`config.mk`:
```
export PLATFORM = sky130hd
export DESIGN_NAME = hazard_ctrl
export DESIGN_NICKNAME = d
export VERILOG_FILES = /design/src/rtl/hazard_ctrl.sv
export SDC_FILE = /design/constraint.sdc
export NUM_CORES = 1
export LEC_CHECK = 0
export BUFFER_PORTS_ARGS = -buffer_cell sky130_fd_sc_hd__buf_2
export CORE_MARGIN = 2
export CORE_UTILIZATION = 45
export DETAILED_ROUTE_END_ITERATION = 10
export PLACE_DENSITY = 0.82
export RECOVER_POWER = 100
export SETUP_SLACK_MARGIN = 0.5
export SLEW_MARGIN = 30
export SYNTH_ARGS = -nofsm -noshare
export SYNTH_HDL_FRONTEND = slang
export SYNTH_SLANG_ARGS = --single-unit
```
`constraint.sdc`:
```
create_clock -name i_clk -period 2.3 [get_ports i_clk]
set_input_delay 0.115 -clock i_clk [delete_from_list [all_inputs] [get_ports i_clk]]
set_output_delay 0.115 -clock i_clk [all_outputs]
set_load 0.005 [all_outputs]
```
`src/rtl/hazard_ctrl.sv`:
```
// Pipeline hazard controller.
//
// Purpose:
//   Selects the EX-stage operand forwarding sources, detects load-use hazards and issues
//   LOAD_LAT bubbles per hazard, and turns redirects (mispredict / loop exit) into front-end
//   flushes. It also keeps a saturating count of issued load-use bubbles.
//
// Ports:
//   i_clk, i_reset              clock (rising edge), synchronous active-low reset
//   i_rs*_addr_decode           ID-stage source registers
//   i_rs*_addr_execute          EX-stage source registers (forwarding targets)
//   i_rd_addr_{execute,memory,writeback}, i_rd_wren_*   destination register + write enable
//   i_load_execute              EX-stage instruction is a load
//   i_pc_sel, i_out_loop        redirect requests
//   o_foward_{a,b}_execution    00 regfile, 01 MEM, 10 WB
//   o_stall_{fetch,decode}      hold PC / IF-ID register
//   o_flush_{decode,execute}    clear IF-ID / ID-EX register
//   o_load_stall                FSM is in the extended load-stall state
//   o_bubble_count              saturating count of load-use bubbles
module hazard_ctrl #(
  parameter int unsigned ADDR_W   = 5,
  parameter int unsigned LOAD_LAT = 1,
  parameter int unsigned CNT_W    = 16
) (
  input  logic              i_clk,
  input  logic              i_reset,
  input  logic [ADDR_W-1:0] i_rs1_addr_decode,
  input  logic [ADDR_W-1:0] i_rs2_addr_decode,
  input  logic [ADDR_W-1:0] i_rs1_addr_execute,
  input  logic [ADDR_W-1:0] i_rs2_addr_execute,
  input  logic [ADDR_W-1:0] i_rd_addr_execute,
  input  logic [ADDR_W-1:0] i_rd_addr_memory,
  input  logic [ADDR_W-1:0] i_rd_addr_writeback,
  input  logic              i_rd_wren_execute,
  input  logic              i_rd_wren_memory,
  input  logic              i_rd_wren_writeback,
  input  logic              i_load_execute,
  input  logic              i_pc_sel,
  input  logic              i_out_loop,
  output logic [1:0]        o_foward_a_execution,
  output logic [1:0]        o_foward_b_execution,
  output logic              o_stall_fetch,
  output logic              o_stall_decode,
  output logic              o_flush_decode,
  output logic              o_flush_execute,
  output logic              o_load_stall,
  output logic [CNT_W-1:0]  o_bubble_count
);

  typedef enum logic [0:0] {StRun, StLoadStall} state_e;

  // The first bubble is issued from RUN; the counter covers the remaining LOAD_LAT-1 cycles.
  localparam logic [1:0] CntInit = (LOAD_LAT > 1) ? 2'(LOAD_LAT - 2) : 2'd0;
  localparam bit         ExtStall = (LOAD_LAT > 1);

  state_e           state_q, state_d;
  logic [1:0]       cnt_q, cnt_d;
  logic [CNT_W-1:0] bubble_cnt_q;

  logic load_use;
  logic redirect;
  logic bubble;

  // MEM wins over WB: it holds the younger write to the same register.
  function automatic logic [1:0] fwd_sel(
    input logic [ADDR_W-1:0] src,
    input logic [ADDR_W-1:0] rd_mem,
    input logic              wren_mem,
    input logic [ADDR_W-1:0] rd_wb,
    input logic              wren_wb
  );
    if (src == '0)                    return 2'b00;
    else if (wren_mem && rd_mem == src) return 2'b01;
    else if (wren_wb && rd_wb == src)   return 2'b10;
    else                              return 2'b00;
  endfunction

  always_comb begin
    load_use = i_load_execute & i_rd_wren_execute & (i_rd_addr_execute != '0) &
               ((i_rd_addr_execute == i_rs1_addr_decode) |
                (i_rd_addr_execute == i_rs2_addr_decode));
    redirect = i_pc_sel | i_out_loop;
  end

  always_comb begin
    o_foward_a_execution = 2'b00;
    o_foward_b_execution = 2'b00;
    o_stall_fetch        = 1'b0;
    o_stall_decode       = 1'b0;
    o_flush_decode       = 1'b0;
    o_flush_execute      = 1'b0;
    bubble               = 1'b0;
    state_d              = state_q;
    cnt_d                = cnt_q;

    if (!i_reset) begin
      o_flush_decode  = 1'b1;
      o_flush_execute = 1'b1;
      state_d         = StRun;
      cnt_d           = 2'd0;
    end else begin
      o_foward_a_execution = fwd_sel(i_rs1_addr_execute, i_rd_addr_memory, i_rd_wren_memory,
                                     i_rd_addr_writeback, i_rd_wren_writeback);
      o_foward_b_execution = fwd_sel(i_rs2_addr_execute, i_rd_addr_memory, i_rd_wren_memory,
                                     i_rd_addr_writeback, i_rd_wren_writeback);
      unique case (state_q)
        StRun: begin
          if (redirect) begin
            // Redirect squashes the dependent instruction anyway, so no bubble is needed.
            o_flush_decode  = 1'b1;
            o_flush_execute = 1'b1;
          end else if (load_use) begin
            o_stall_fetch   = 1'b1;
            o_stall_decode  = 1'b1;
            o_flush_execute = 1'b1;
            bubble          = 1'b1;
            if (ExtStall) begin
              state_d = StLoadStall;
              cnt_d   = CntInit;
            end
          end
        end
        StLoadStall: begin
          if (redirect) begin
            o_flush_decode  = 1'b1;
            o_flush_execute = 1'b1;
            state_d         = StRun;
            cnt_d           = 2'd0;
          end else begin
            o_stall_fetch   = 1'b1;
            o_stall_decode  = 1'b1;
            o_flush_execute = 1'b1;
            bubble          = 1'b1;
            if (cnt_q == 2'd0) state_d = StRun;
            else               cnt_d   = cnt_q - 2'd1;
          end
        end
        default: begin
          state_d = StRun;
          cnt_d   = 2'd0;
        end
      endcase
    end
  end

  always_ff @(posedge i_clk) begin
    if (!i_reset) begin
      state_q      <= StRun;
      cnt_q        <= 2'd0;
      bubble_cnt_q <= '0;
    end else begin
      state_q <= state_d;
      cnt_q   <= cnt_d;
      if (bubble && (bubble_cnt_q != '1)) bubble_cnt_q <= bubble_cnt_q + 1'b1;
    end
  end

  assign o_load_stall   = (state_q == StLoadStall);
  assign o_bubble_count = bubble_cnt_q;

endmodule
```
==> impl_metrics.yaml <==
worst_setup_path:
  path_delay_family: "simple AND/OR/NAND/NOR gates"
  worstPathArrival_ns: 2.20
  path_cells: "ha_4, and3_4, nand4_1, o221a_1, nand2_8, or4_1, a21oi_1"
  startpoint: "o_bubble_count[1]"
  startpoint_type: "flop"
  cp_max_fo: 6
  rr_startpoint: "o_bubble_count[1]"
  endpoint_kind: "flop"
  path_class: "reg -> reg"
  cp_slowest_cell: "or4_1"
  critical_path.max_stage_delay_ns: 0.42
  crit_required_ns: 2.55
  critical_path_buf_inv_count: 0
sta:
  rsz0062_at_grt: "yes"
  worst_pin_slew_ns: 0.750
  tns_ns: 0
  max_freq_mhz: 511
  final-hold-violation-count: 0
  finalMaxSlewViolations: 0
  relSlewSlack_pct: 50.0
  setup_ws_ns: 0.345
  hold_ws_ns: 0.130
  setup_viol: 0
  fin_crit_sh_pct: 85.0
  period_minus_slack_ns: 1.96
  worst_clock_skew_ns: 0.00772
layout:
  final_cell_mix: "buf_2, xnor2_1, dfxtp_1"
  finish.instance_area_um2: 1930
  fin_util_pct: 64.2
  layout-drive-gt1-share_pct: 37.8
  fin_cells: 282
  nNetsFinal: 295
  insertedDiodeCount: 0
  layout_commonest_cell: "buf_2"
  areaGrowthSynthToFinish_pct: 38.1
clocking:
  h-tree-depth: 1
  cts_buffers: 3
  clockBufferDepth: 2
  cts_root_buf: "clkbuf_4"
  cts_hold_buf: 0
  clkLatencyLatePin_ns: 0.30
  clk_pin_slew_ns: 0.12
  cts_tree: "yes"
  cts_sinks: 19
floorplanning:
  die_h_um: 59.7
  dieArea_um2: 3560
  rows: 20
  core_area_um2: 3000
  die_w_um: 59.7
  io_pins: 68
  initial_core_util_pct: 46.5
yosys:
  yosysUniqueCellTypes: 42
  yosysWarnings: 0
  synth-seq-cells: 19
  synth_nets: 210
  syn-cell-area_um2: 1400
  synth_cells: 165
  synth-seq-area-share_pct: 27.2
  syn_avg_cell_area_um2: 8.46
  synth_edf_count: 0
  ys.flop_type: "dfxtp_1"
  async_reset_ff_share_pct: 0
power:
  total_power_mw: 0.646
  ir_worst_vdd_mv: 0.132
  powerDensity_nw_per_um2: 335
  power.leakage_nw: 0.790
routing:
  drt-initial-drc-count: 73
  top_layer_used: "met4"
  wl_met1_mm: 1.68
  wl_met3_um: 280
  wl_mm: 3.98
  routed-wl-met2_mm: 1.96
  postRouteAntennaNets: 0
  viasPerCell: 5.72
  drc: 0
  vias: 1613
  routedWlPerCell_um: 14.1
  drtPass1Iterations: 4
placed_design:
  dpl.hpwl_mm: 2.68
  preCtsSetupSlack_ns: 0.431
  port_buffers: 67
  dpl-instance-area_um2: 1750
  gp_congestion: 0.831
  placed_cells: 262
outcome:
  outcome: "complete, no violations"
hold_path:
  hp-start: "i_reset"
  worstHoldPathType: "in -> reg"
global_routing:
  grt_pass1_vias: 1415
  grt_pass1_wl_mm: 5.75
  grt_start_max_net_pins: 15
  grt-ovfl-total: 0
  grt_util_all_layers_pct: 20.6
  antenna_found_initial: 0
job:
  cap_violations: 0
-- worst paths after layout --
kind                             end  slack (ns)  depth (start not counted)
setup / recovery  o_bubble_count[14]        0.34                          7
hold / removal    o_bubble_count[12]        0.13                          2
setup reg to reg  o_bubble_count[14]        0.34                          7
hold reg to reg             cnt_q[1]        0.49                          2
-- final cells by class --
type / count / area, µm²
sequential: 19 / 380
timing repair buffer: 82 / 442
inverter: 7 / 26.3
clock buffer: 4 / 26.3
tap: 33 / 41.3
multi-input combinational: 137 / 1010
fill: 267 / 1070
-- cell families (layout without fill, tap and decap cells) --
group / Yosys count / in the layout / synth area share, %
xor+xnor: 31 / 31 / 19.4
mux: 1 / 1 / 0.717
buf+inv: 12 / 93 / 6.09
flops: 19 / 19 / 27.2
fa+ha+maj: 2 / 2 / 1.79
simple gates: 64 / 67 / 27.2
compound gates: 36 / 36 / 17.5
-- report_power, final --
part / switching (mW) / internal [mW] / total [mW]
clock: 0.108 / 0.0676 / 0.176
combinational: 0.0720 / 0.0695 / 0.141
sequential: 0.0000838 / 0.329 / 0.329
total: 0.180 / 0.466 / 0.646
-- registers in the layout, indices dropped and copies added, names as in the netlist --
| register | flops |
|---|---|
| cnt_q | 2 |
| o_bubble_count | 16 |
| o_load_stall | 1 |
-- synthesized netlist by cell type (2+ instances only) --
library cell	number	area share, %
a21oi_1	10	3.6
o21ai_0	4	1.4
or3_1	2	0.90
nand2_1	11	3.0
o31ai_1	7	3.8
nor4_1	5	2.2
and3_1	2	0.90
buf_12	2	2.9
inv_1	7	1.9
nor2_1	10	2.7
xor2_1	9	5.6
and4_2	2	1.4
xnor2_1	22	14
or3_2	4	2.2
nand3_1	7	2.5
nand4_1	7	3.1
nor3b_1	2	1.1
buf_4	2	1.1
o211ai_1	4	2.2
ha_1	2	1.8
dfxtp_1	19	27
or4_1	5	2.7
-- repair_timing --
item                                    in CTS  in global routing
resized for setup                            8                 19
endpoints found under the setup margin       7                 16
pin swaps                                    1                  9
buffers inserted                             3                 10
gates cloned                                 1                  2
-- metal layers --
metal	GRT usage, %	vias up
met4	7.94	0
met2	37.3	70
met5	0	-
met1	23.5	747
met3	3.90	9
li1	-	787
No activity file was read; power rests on OpenSTA's default activity.
